### src/rtl/tdm_rx.sv
// tdm_rx: serial TDM PCM receiver. Deserializes NCH slots of W-bit words,
// checks frame alignment against the frame sync, and hands each completed
// word (tagged with its slot number) to a 2-entry valid/ready buffer.
module tdm_rx #(
  parameter int NCH = 32,
  parameter int W   = 8,
  localparam int CHW = $clog2(NCH)
) (
  input  logic           clk,
  input  logic           reset,
  input  logic           tdm_ben,
  input  logic           tdm_din,
  input  logic           tdm_fs,
  input  logic           pcm_ready,
  input  logic           err_clr,
  output logic           pcm_valid,
  output logic [W-1:0]   pcm_data,
  output logic [CHW-1:0] pcm_chan,
  output logic           frame_err,
  output logic           ovf,
  input  logic           scan_in0,
  input  logic           scan_in1,
  input  logic           scan_in2,
  input  logic           scan_in3,
  input  logic           scan_in4,
  input  logic           scan_enable,
  input  logic           test_mode,
  output logic           scan_out0,
  output logic           scan_out1,
  output logic           scan_out2,
  output logic           scan_out3,
  output logic           scan_out4
);

  localparam int BW = $clog2(W);
  localparam logic [BW-1:0]  LAST_BIT  = BW'(W - 1);
  localparam logic [CHW-1:0] LAST_SLOT = CHW'(NCH - 1);

  typedef enum logic {HUNT, RUN} state_t;

  state_t         state;
  logic [BW-1:0]  bit_cnt;
  logic [CHW-1:0] slot_cnt;
  logic [W-2:0]   sr;

  logic           at_fs_pos;
  logic           push;
  logic           ferr_set;
  logic [W-1:0]   push_word;

  logic [W-1:0]   mem_data [2];
  logic [CHW-1:0] mem_chan [2];
  logic           wr_ptr;
  logic           rd_ptr;
  logic [1:0]     count;
  logic           pop;
  logic           full;
  logic           accept;
  logic           ovf_set;

  // Scan chain is stitched in by DFT insertion; mission mode drives zeros.
  logic unused_scan;
  assign unused_scan = ^{scan_in0, scan_in1, scan_in2, scan_in3, scan_in4,
                         scan_enable, test_mode};
  assign scan_out0 = 1'b0;
  assign scan_out1 = 1'b0;
  assign scan_out2 = 1'b0;
  assign scan_out3 = 1'b0;
  assign scan_out4 = 1'b0;

  assign at_fs_pos = (bit_cnt == '0) && (slot_cnt == '0);
  assign push_word = {sr, tdm_din};

  // Classify the current bit event: word completion or alignment error.
  always_comb begin
    push     = 1'b0;
    ferr_set = 1'b0;
    if (tdm_ben && state == RUN) begin
      if (at_fs_pos) begin
        ferr_set = !tdm_fs;
      end else if (tdm_fs) begin
        ferr_set = 1'b1;
      end else if (bit_cnt == LAST_BIT) begin
        push = 1'b1;
      end
    end
  end

  // Framing FSM: hunt for frame sync, then track bit and slot position.
  always_ff @(posedge clk or negedge reset) begin
    if (!reset) begin
      state    <= HUNT;
      bit_cnt  <= '0;
      slot_cnt <= '0;
    end else if (tdm_ben) begin
      case (state)
        HUNT: begin
          if (tdm_fs) begin
            state    <= RUN;
            bit_cnt  <= BW'(1);
            slot_cnt <= '0;
          end
        end
        RUN: begin
          if (at_fs_pos && !tdm_fs) begin
            state    <= HUNT;
            bit_cnt  <= '0;
            slot_cnt <= '0;
          end else if (!at_fs_pos && tdm_fs) begin
            // Misplaced sync: this bit restarts the frame as slot 0 MSB.
            bit_cnt  <= BW'(1);
            slot_cnt <= '0;
          end else if (bit_cnt == LAST_BIT) begin
            bit_cnt  <= '0;
            slot_cnt <= (slot_cnt == LAST_SLOT) ? '0 : slot_cnt + CHW'(1);
          end else begin
            bit_cnt  <= bit_cnt + BW'(1);
          end
        end
        default: state <= HUNT;
      endcase
    end
  end

  // Shift register always keeps the most recent W-1 bits; after a (re)start
  // the stale bits are shifted out before the word completes.
  always_ff @(posedge clk) begin
    if (tdm_ben) sr <= {sr[W-3:0], tdm_din};
  end

  assign pcm_valid = (count != 2'd0);
  assign pop       = pcm_valid && pcm_ready;
  assign full      = (count == 2'd2);
  assign accept    = push && (!full || pop);
  assign ovf_set   = push && full && !pop;
  assign pcm_data  = pcm_valid ? mem_data[rd_ptr] : '0;
  assign pcm_chan  = pcm_valid ? mem_chan[rd_ptr] : '0;

  // Buffer pointers and occupancy.
  always_ff @(posedge clk or negedge reset) begin
    if (!reset) begin
      wr_ptr <= 1'b0;
      rd_ptr <= 1'b0;
      count  <= 2'd0;
    end else begin
      if (accept) wr_ptr <= ~wr_ptr;
      if (pop)    rd_ptr <= ~rd_ptr;
      case ({accept, pop})
        2'b10:   count <= count + 2'd1;
        2'b01:   count <= count - 2'd1;
        default: count <= count;
      endcase
    end
  end

  // Buffer storage; when full with a pop, the write lands in the slot being
  // read out this cycle, so ordering is preserved.
  always_ff @(posedge clk) begin
    if (accept) begin
      mem_data[wr_ptr] <= push_word;
      mem_chan[wr_ptr] <= slot_cnt;
    end
  end

  // Sticky error flags; a set in the same cycle as a clear wins.
  always_ff @(posedge clk or negedge reset) begin
    if (!reset) begin
      frame_err <= 1'b0;
      ovf       <= 1'b0;
    end else begin
      if (ferr_set)     frame_err <= 1'b1;
      else if (err_clr) frame_err <= 1'b0;
      if (ovf_set)      ovf <= 1'b1;
      else if (err_clr) ovf <= 1'b0;
    end
  end

endmodule

### config.mk
export PLATFORM = sky130hd
export DESIGN_NAME = tdm_rx
export DESIGN_NICKNAME = d
export VERILOG_FILES = /design/src/rtl/tdm_rx.sv
export SDC_FILE = /design/constraint.sdc
export NUM_CORES = 1
export LEC_CHECK = 0
export ABC_AREA = 1
export BUFFER_PORTS_ARGS = -buffer_cell sky130_fd_sc_hd__buf_2
export CAP_MARGIN = 25
export CORE_MARGIN = 1.5
export CORE_UTILIZATION = 57
export DETAILED_ROUTE_END_ITERATION = 10
export PLACE_DENSITY_LB_ADDON = 0.05
export SETUP_SLACK_MARGIN = 0.5
export SYNTH_ARGS = -nofsm -noshare
export SYNTH_HDL_FRONTEND = slang
export SYNTH_SLANG_ARGS = --single-unit
### constraint.sdc
create_clock -name clk -period 3.05 [get_ports clk]
set_input_delay 0.4575 -clock clk [delete_from_list [all_inputs] [get_ports clk]]
set_output_delay 0.4575 -clock clk [all_outputs]
set_load 0.005 [all_outputs]
== Word level (Yosys, flattened, before mapping) ==
Memory sizes are Yosys's and may differ from the RTL's.
Index checks and enable logic that the tools add are counted.
Widths: inputs -> output; s select.
Operators by class
  add/subtract/negate cells: 4
  eq/ne operators: 7
  muxes and demuxes: 28
  bitwise logic cells: 3
  reduce and logical (&&, ||, !) cells: 21
Operators by type and width (count)
  $mux 5: 6
  $mux 1: 13
  $mux 3: 4
  $pmux 5 s2: 1
  $logic_and 1x1->1: 8
  $mux 8: 1
  $reduce_bool 2->1: 4
  $pmux 3 s2: 1
  $add 5x1->5 const B: 1
  $eq 5x5->1 const B: 1
  $logic_not 5->1: 1
  $eq 2x2->1 const B: 2
  $logic_not 1->1: 4
  $ne 4x1->1 const B: 1
  $pmux 2 s2: 1
  $add 3x1->3 const B: 1
  $eq 3x3->1 const B: 1
  $logic_not 3->1: 1
  $not 1->1: 3
  $reduce_and 3->1: 1
  $add 2x1->2 const B: 1
  $eq 2x1->1 const B: 1
  $ne 2x2->1 const B: 1
  $pmux 1 s2: 1
  3 further kinds: 3
Storage, ports and cells
  flip-flop bits (word level): 22
  RAM bits: 26
  input bits: 14
  output and inout port bits: 21
  word-level logic and storage cells: 74
  memories kept: 2
Memory list
  mem_data: depth 2, width 8, rd ports 1, clocked after Yosys merged registers in 0, write ports 1, line 51  | logic [W-1:0] mem_data [2];
  mem_chan: depth 2, width 5, rd ports 1, clocked after Yosys merged registers in 0, write ports 1, line 52  | logic [CHW-1:0] mem_chan [2];

== Logic depth before layout (Yosys ltp) ==
Gate-level depths: netlist of the first run.
  depth after elaboration: 8
  mapped depth: 14
  gate-level depth less buffers: 14

== Worst setup path after synthesis of the first run ==
OpenSTA, ideal clock, no wires.
  path type: reg-to-reg
  from: register bit_cnt[0]
  to: memory mem_chan[1][0] in the netlist's numbering (enable)
  library setup time: 0.382 ns
  arrival: 1.678 ns
  data required time: 2.668 ns
  slack: 0.989 ns
  stages on the path, launching flop included: 9
  buffers on the path: 0
  period minus slack after synthesis: 2.061 ns
  path through: dfrtp_1 ha_1 ha_1 nand2_1 nor2_4 nand2_2 inv_1 nand2_1 nor2_1
Between the ends
  cells in the longest elaborated chain, start to end: 8
  elaborated cells on any way between the ends: 10
  those cells by class: eq/ne (1); mux (6); reduce/logical (3)
Ends and longest elaborated chain
  start, declared: line 42  | logic [BW-1:0] bit_cnt;
  start signal, assigned: line 117  | bit_cnt <= bit_cnt + BW'(1);
  $eq 3x3->1: line 83  | end else if (bit_cnt == LAST_BIT) begin
  $mux 1: line 83
  $mux 1: line 81  | end else if (tdm_fs) begin
  $mux 1 *: line 79  | if (at_fs_pos) begin
  $mux 1 *: line 78  | if (tdm_ben && state == RUN) begin
  $logic_and 1x1->1 *: line 134  | assign accept = push && (!full || pop);
  $mux 1 *: line 159  | if (accept) begin
  $mux 1 (not written as such) *: line 161  | mem_chan[wr_ptr] <= slot_cnt;
  end, declared: line 52
Every way passes the cells marked *; elsewhere a longest branch is shown, timed or not.

== Final worst setup path of the first run ==
  from: register rd_ptr
  to: output pcm_chan[0]
Between the ends
  cells in the longest elaborated chain, start to end: 2
Ends and longest elaborated chain
  start, declared: line 54  | logic rd_ptr;
  start signal, assigned: line 147  | if (pop) rd_ptr <= ~rd_ptr;
  $mem_v2 2x5
  $mux 5: line 137  | assign pcm_chan = pcm_valid ? mem_chan[rd_ptr] : '0;
  end, declared: line 18  | output logic [CHW-1:0] pcm_chan,
Every way passes these cells.

==> impl_results.md, run 1 <==
* Seq/Total Area, Yosys at 63.9%
* Worst-case setup margin in the final layout at 0.849 ns
* Type of the tightest min-delay check: primary input to asynchronous set/reset pin
* Worst Setup Path Type: flip-flop to output port
* TNS Setup at 0 ns
* # diodes at 0
* Number of different library cells in the post-synthesis netlist at 24
* Yosys synthesis warning count at 0
* Slew margin rel. at 62.8%
* Clock buffer depth at 2
* Portion of the clock cycle consumed by the worst path in the final layout at 72.2%
* Pre-CTS setup slack at 0.974 ns
* Pwr/cell area at 646 mW/mm2
* Total area of sequential cells at 0.00137 mm2
* Relative contribution of the clock network to total power at 25.0%
* Final-layout fill cell count at 294
* Data required time of the worst path at 2.59 ns
* Final worst clock skew at 0.00906 ns
* Average size of a mapped cell at 10.8 um2
* Die span in y at 64.3 um
* Final cell count without fillers at 274
* Tightest hold margin at 0.0520 ns
* Effective utilization at floorplan at 58.9%
* Area growth from synthesis to layout at 11.5%
* Number of hold buffers added after CTS at 0
* Peak per-stage delay on the critical path at 0.56 ns
* Root buffer selected by CTS: sky130_fd_sc_hd__clkbuf_8
* Share of total power in sequential cells at 53.1%
* PostCTS Resize Cnt at 0
* Instance count of the mapped netlist at 198
* Clock tree from TritonCTS: done
* Post-route cell area at 0.00238 mm2
* Clock sinks at 48
* Inserted Clock Buffers at 5
* Number of design-rule violations left by the first detailed-router iteration at 78
* # Post-CTS Setup Buffers at 0
* Hold Vio Cnt, Final at 0
* Total Die Area at 0.00413 mm2
* Number of levels in the clock H-tree at 2
* Combinational cell fraction of total power at 21.9%
* Sw Pwr at 487 uW
* Transition at the pin with the smallest max-transition slack at 0.557 ns
* Global placer's final weighted congestion at 0.838
* Final Total Pwr at 1.54 mW
* Max-cap violation count at 0
* Global routing usage on met1 at 24.6%
* WL/cell at 13.2 um
* Most common cell after layout, fill and taps aside: sky130_fd_sc_hd__nand2_1
* Peak supply drop at 0.345 mV
* Number of ports placed on the die boundary at 35
* Final global-route overflow total at 0
* RSZ-0062 raised after global routing: false
* Largest fanout on the critical path at 14
* Post-DP HPWL at 2.49 mm
* Final routed wirelength across all metal layers at 3.62 mm
* Count of buffers inserted at the top-level ports at 22
* First-pass GRT wire length at 6.27 mm
* Maximum number of pins on one net before global-route repair at 16
* Most frequent cells in the layout: sky130_fd_sc_hd__nand2_1 (44), sky130_fd_sc_hd__edfxtp_1 (33), sky130_fd_sc_hd__inv_1 (29)
* Post-synthesis instance area at 0.00214 mm2
* P_leak at 1.07 nW
* Clock slew at reported path FFs at 0.09 ns
* Detail Route Antenna Nets at 0
* Met3 usage in global routing at 4.58%
* Clock Latency Late Sink at 0.29 ns
* Tot GR Track Use at 20.0%
* Maximum frequency from static timing analysis at 454 MHz
* Layout cells sized above 1 at 18.6%
* Busiest metal layer after global routing: met2
* Sw frac at 31.6%
* Vias in the first global route at 1395
* Internal power at 1.05 mW
* Worst-case reg-to-reg path depth at 8
* Via count of the routed design at 1391
* Core area at 0.00363 mm2
* Area of placed instances at 0.00229 mm2
* Std cell rows at 22
* Critical path arrival at 1.74 ns
* DR vias/cell at 5.08
* Number of failing setup endpoints in the final timing report at 0
* Utilization after layout at 65.6%
* Final-stage net count at 247
* Total area of multi-input combinational cells at 623 um2
* Nature of the critical path endpoint: output port
* Met2 track utilization from global routing at 33.6%
* First-pass detailed-route iteration total at 4
* Number of DRC violations after detailed routing at 0
* Final slew viol count at 0
* Die X-Extent at 64.3 um
* Outcome: complete, no violations
* Count of state elements after synthesis at 48
* Final critical-path required period at 2.20 ns
* Number of antenna violations at the first check in global routing at 0
* Cell chain of the critical path: inv_1 > nand2_1 > a21oi_1 > buf_2
* Number of instances in the placed design at 266
* Startpoint type of the worst setup path: flip-flop
* Slowest library cell on the worst path: sky130_fd_sc_hd__dfrtp_1
path summary, 6_finish.rpt:
check | startpoint | end | slack [ns]
min | reset | ovf | 0.05
max | rd_ptr | pcm_chan[0] | 0.85
max reg2reg | bit_cnt[0] | mem_chan[0][2] | 0.95
min in group clk | err_clr | frame_err | 0.37
min reg2reg | sr[6] | mem_data[1][7] | 0.47
max in group asynchronous | reset | slot_cnt[2] | 2.74
cell families (layout without fill, tap and decap cells):
group	after synthesis	count (layout)	synth area share [%]
buf+inv	38	62	7.72
xor+xnor	2	2	0.819
fa+ha+maj	8	8	4.68
flops	48	48	63.9
simple gates	72	72	15.0
other cells	1	5	0.175
compound gates	29	29	7.78
flip-flops by register name, summed over array words and instances, names as in the netlist:
register and flops:
rd_ptr 1, count 2, ovf 1, sr 7, mem_chan 10, mem_data 16, frame_err 1, slot_cnt 5
state 1, wr_ptr 1, bit_cnt 3
area by class of cell:
type / count / area share (%)
flip-flops and latches: 48 / 57.3
well taps: 48 / 2.52
repair buffers: 24 / 5.25
clock buffers: 6 / 3.46
multi-input cells: 116 / 26.1
inverters: 30 / 4.72
clock inverters: 2 / 0.630
critical path: cells and delay by family, from the launching register on:
family                 cells  cell delay (ns)
AND/OR/NAND/NOR            1             0.10
flip-flops                 1             0.56
AO/OA/AOI/OAI              1             0.18
buffers and inverters      2             0.60
synth_stat cells:
master / n / area [um2]
sky130_fd_sc_hd__nor2_4: 2 / 22.5
sky130_fd_sc_hd__nor2_1: 11 / 41.3
sky130_fd_sc_hd__edfxtp_1: 33 / 991
sky130_fd_sc_hd__nand3_1: 8 / 40.0
sky130_fd_sc_hd__nand4_1: 1 / 6.26
sky130_fd_sc_hd__a21oi_1: 14 / 70.1
sky130_fd_sc_hd__dfrtp_1: 15 / 375
sky130_fd_sc_hd__a21oi_4: 1 / 16.3
sky130_fd_sc_hd__nand3_2: 1 / 10.0
sky130_fd_sc_hd__nor2_2: 2 / 12.5
sky130_fd_sc_hd__buf_4: 5 / 37.5
sky130_fd_sc_hd__a22o_1: 1 / 8.76
sky130_fd_sc_hd__nand2_1: 44 / 165
sky130_fd_sc_hd__nand2_2: 2 / 12.5
sky130_fd_sc_hd__xor2_1: 2 / 17.5
sky130_fd_sc_hd__ha_1: 8 / 100
sky130_fd_sc_hd__inv_2: 1 / 3.75
sky130_fd_sc_hd__inv_1: 29 / 109
sky130_fd_sc_hd__nor3_2: 1 / 10.0
sky130_fd_sc_hd__buf_2: 3 / 15.0
sky130_fd_sc_hd__a22oi_1: 1 / 7.51
sky130_fd_sc_hd__o21ai_0: 9 / 45.0
sky130_fd_sc_hd__conb_1: 1 / 3.75
sky130_fd_sc_hd__o22ai_1: 3 / 18.8
power by group through the flow:
stage	clock [mW]	sequential [mW]	combinational, mW
finish	0.385	0.817	0.338
global route	0.412	0.825	0.394
CTS	0.391	0.817	0.339
detailed placement	0	0.831	0.332
global placement	0	0.827	0.320
floorplan	0	0.802	0.276
per-layer routing:
metal  up-vias  share of wire (%)
met5         -                  0
met4         0               0.83
met3         4                4.1
met2        30                 51
met1       669                 44
li1        688                  -
No activity file was read; power rests on OpenSTA's default activity.
==> inputs of run 2 (changes only) <==
--- a/config.mk
+++ b/config.mk
@@ -9,7 +9,7 @@
 export BUFFER_PORTS_ARGS = -buffer_cell sky130_fd_sc_hd__buf_2
 export CAP_MARGIN = 25
 export CORE_MARGIN = 1.5
-export CORE_UTILIZATION = 57
+export CORE_UTILIZATION = 50
 export DETAILED_ROUTE_END_ITERATION = 10
 export PLACE_DENSITY_LB_ADDON = 0.05
 export SETUP_SLACK_MARGIN = 0.5
==> constraint.sdc (replaced) <==
create_clock -name clk -period 1.87 [get_ports clk]
set_input_delay 0.2805 -clock clk [delete_from_list [all_inputs] [get_ports clk]]
set_output_delay 0.2805 -clock clk [all_outputs]
set_load 0.005 [all_outputs]
==> run 2 against run 1 <==
  * Sequential share of layout area down 10 points
  * Sequential power up 62%
  * Core utilization up 5.6 points
  * Clock power up 93%
  * First-iteration DRC count up 49%
  * Largest power group unchanged
==> impl_results.md, run 2 (same netlist as run 1, synthesis figures left out) <==
* Area growth from synthesis to layout at 35.1%
* Inserted Clock Buffers at 5
* Startpoint type of the worst setup path: flip-flop
* Nature of the critical path endpoint: flip-flop
* Number of gates on the worst path with buffers counted at 12
* Slowest library cell on the worst path: sky130_fd_sc_hd__dfrtp_1
* Final critical-path required period at 1.72 ns
* Tightest hold margin at 0.195 ns
* Die X-Extent at 68.4 um
* DR vias/cell at 5.05
* Largest regs: mem_data x16, mem_chan x10, sr x7
* Core area at 0.00406 mm2
* Cell family with the largest share of critical-path delay: buffers and inverters
* Std cell rows at 23
* Pwr/cell area at 1060 mW/mm2
* Final slew viol count at 0
* Type of the tightest min-delay check: primary input to flip-flop
* Portion of the clock cycle consumed by the worst path in the final layout at 92.2%
* Via count of the routed design at 1525
* Capturing instance or port of the critical path: mem_chan[1][2]
* Clock slew at reported path FFs at 0.09 ns
* Peak supply drop at 0.535 mV
* Number of DRC violations after detailed routing at 0
* Outcome: complete, no violations
* Clock tree from TritonCTS: done
* Largest register FFs at 16
* Final Total Pwr at 3.08 mW
* Vias in the first global route at 1515
* Final worst clock skew at 0.0100 ns
* Max-cap violation count at 0
* Post-DP HPWL at 2.61 mm
* Maximum number of pins on one net before global-route repair at 17
* Number of ports placed on the die boundary at 35
* Global placer's final weighted congestion at 0.758
* Number of failing setup endpoints in the final timing report at 0
* Reg-to-Reg Start: bit_cnt[0]
* Total Die Area at 0.00468 mm2
* RSZ-0062 raised after global routing: true
* Count of buffers inserted at the top-level ports at 22
* TNS Setup at 0 ns
* Number of antenna violations at the first check in global routing at 0
* Number of levels in the clock H-tree at 2
* Detail Route Antenna Nets at 0
* Effective utilization at floorplan at 52.7%
* First-pass detailed-route iteration total at 4
* Maximum frequency from static timing analysis at 580 MHz
* Number of design-rule violations left by the first detailed-router iteration at 116
* Number of buffers and inverters on the critical path at 6
* R2R Path End: mem_chan[1][2]
* Die span in y at 68.4 um
* WL/cell at 14.4 um
* Timing startpoint of the critical path: bit_cnt[0]
* Most frequent cells in the layout: sky130_fd_sc_hd__nand2_1 (33), sky130_fd_sc_hd__edfxtp_1 (33), sky130_fd_sc_hd__buf_2 (21)
* P_leak at 1.23 nW
* Data required time of the worst path at 1.94 ns
* Peak per-stage delay on the critical path at 0.42 ns
* Clock buffer depth at 2
* Final routed wirelength across all metal layers at 4.35 mm
* Post-route cell area at 0.00289 mm2
* Layout cells sized above 1 at 46.0%
* Critical path arrival at 1.79 ns
* Clock sinks at 48
* # diodes at 0
* Largest fanout on the critical path at 7
* Cell chain of the critical path: inv_2 > ha_4 > inv_2 > nor2_2 > nand3_2 > buf_6 > nand2_4 > inv_4 > nand2_4 > nor2_4 > buf_6 > buf_12
* Root buffer selected by CTS: sky130_fd_sc_hd__clkbuf_8
* Final-stage net count at 273
* Top reg by flops: mem_data
* Worst-case reg-to-reg path depth at 12
* Hold Vio Cnt, Final at 0
* Hold Path Origin: tdm_din
* Area of placed instances at 0.00237 mm2
* Tot GR Track Use at 19.7%
* Worst Setup Path Type: flip-flop to flip-flop
* Clock Latency Late Sink at 0.30 ns
* Final global-route overflow total at 0
* Register-to-Register Setup Slack at 0.15 ns
* First-pass GRT wire length at 6.54 mm
* Utilization after layout at 71.3%
* Final-layout fill cell count at 291
-- run 2: cell count changes in the layout (fill, tap and decap cells not counted), sizes merged --
cell / delta
buf: +24
bufinv: +1
clkbuf: -1
clkinvlp: +1
dlygate4sd3: +1
-- run 2: metrics by stage --
stage               setup WS [ns]  instances
detailed placement         0.0205        272
finish                      0.145        302
CTS                         0.136        298
global placement           0.0948        272
global route               0.0493        302
floorplan                   0.238        202
-- run 2: worst min path at each step --
stage / endpoint / cells after the start / slack, ns
after floorplan: bit_cnt[0] / 0 / -0.02
after global placement: wr_ptr / 1 / 0.21
after detailed placement: ovf / 1 / 0.22
after CTS: sr[0] / 1 / 0.19
after global routing: sr[0] / 1 / 0.18
final: sr[0] / 1 / 0.19
-- run 2: cell type report --
type	count	area, um2	share of cell area [%]
multi-input cells	116	827	28.6
flip-flops and latches	48	1370	47.3
inverters	30	124	4.28
clock buffers	5	68.8	2.38
clock inverters	3	46.3	1.60
well taps	50	62.6	2.16
repair buffers	49	388	13.4
repair inverters	1	7.51	0.260
-- run 2: timing repair --
action,in CTS,in global routing
pin swaps,15,18
buffers inserted,14,4
gates cloned,3,0
setup endpoints to repair,53,54
hold buffers,1,0
hold endpoints to repair,15,0
resized for setup,43,27
-- run 2: report_power, final --
| part | internal (mW) | switching, mW | leakage [nW] |
|---|---|---|---|
| clock | 0.403 | 0.341 | 0.0548 |
| sequential | 1.23 | 0.0854 | 0.497 |
| combinational | 0.433 | 0.581 | 0.677 |
-- run 2: layer usage --
metal / vias up / wire length [um] / GRT usage (%)
li1: 744 / - / -
met1: 732 / 1830 / 22.6
met2: 38 / 2270 / 35.0
met3: 11 / 135 / 4.28
met4: 0 / 127 / 8.50
met5: - / 0 / 0
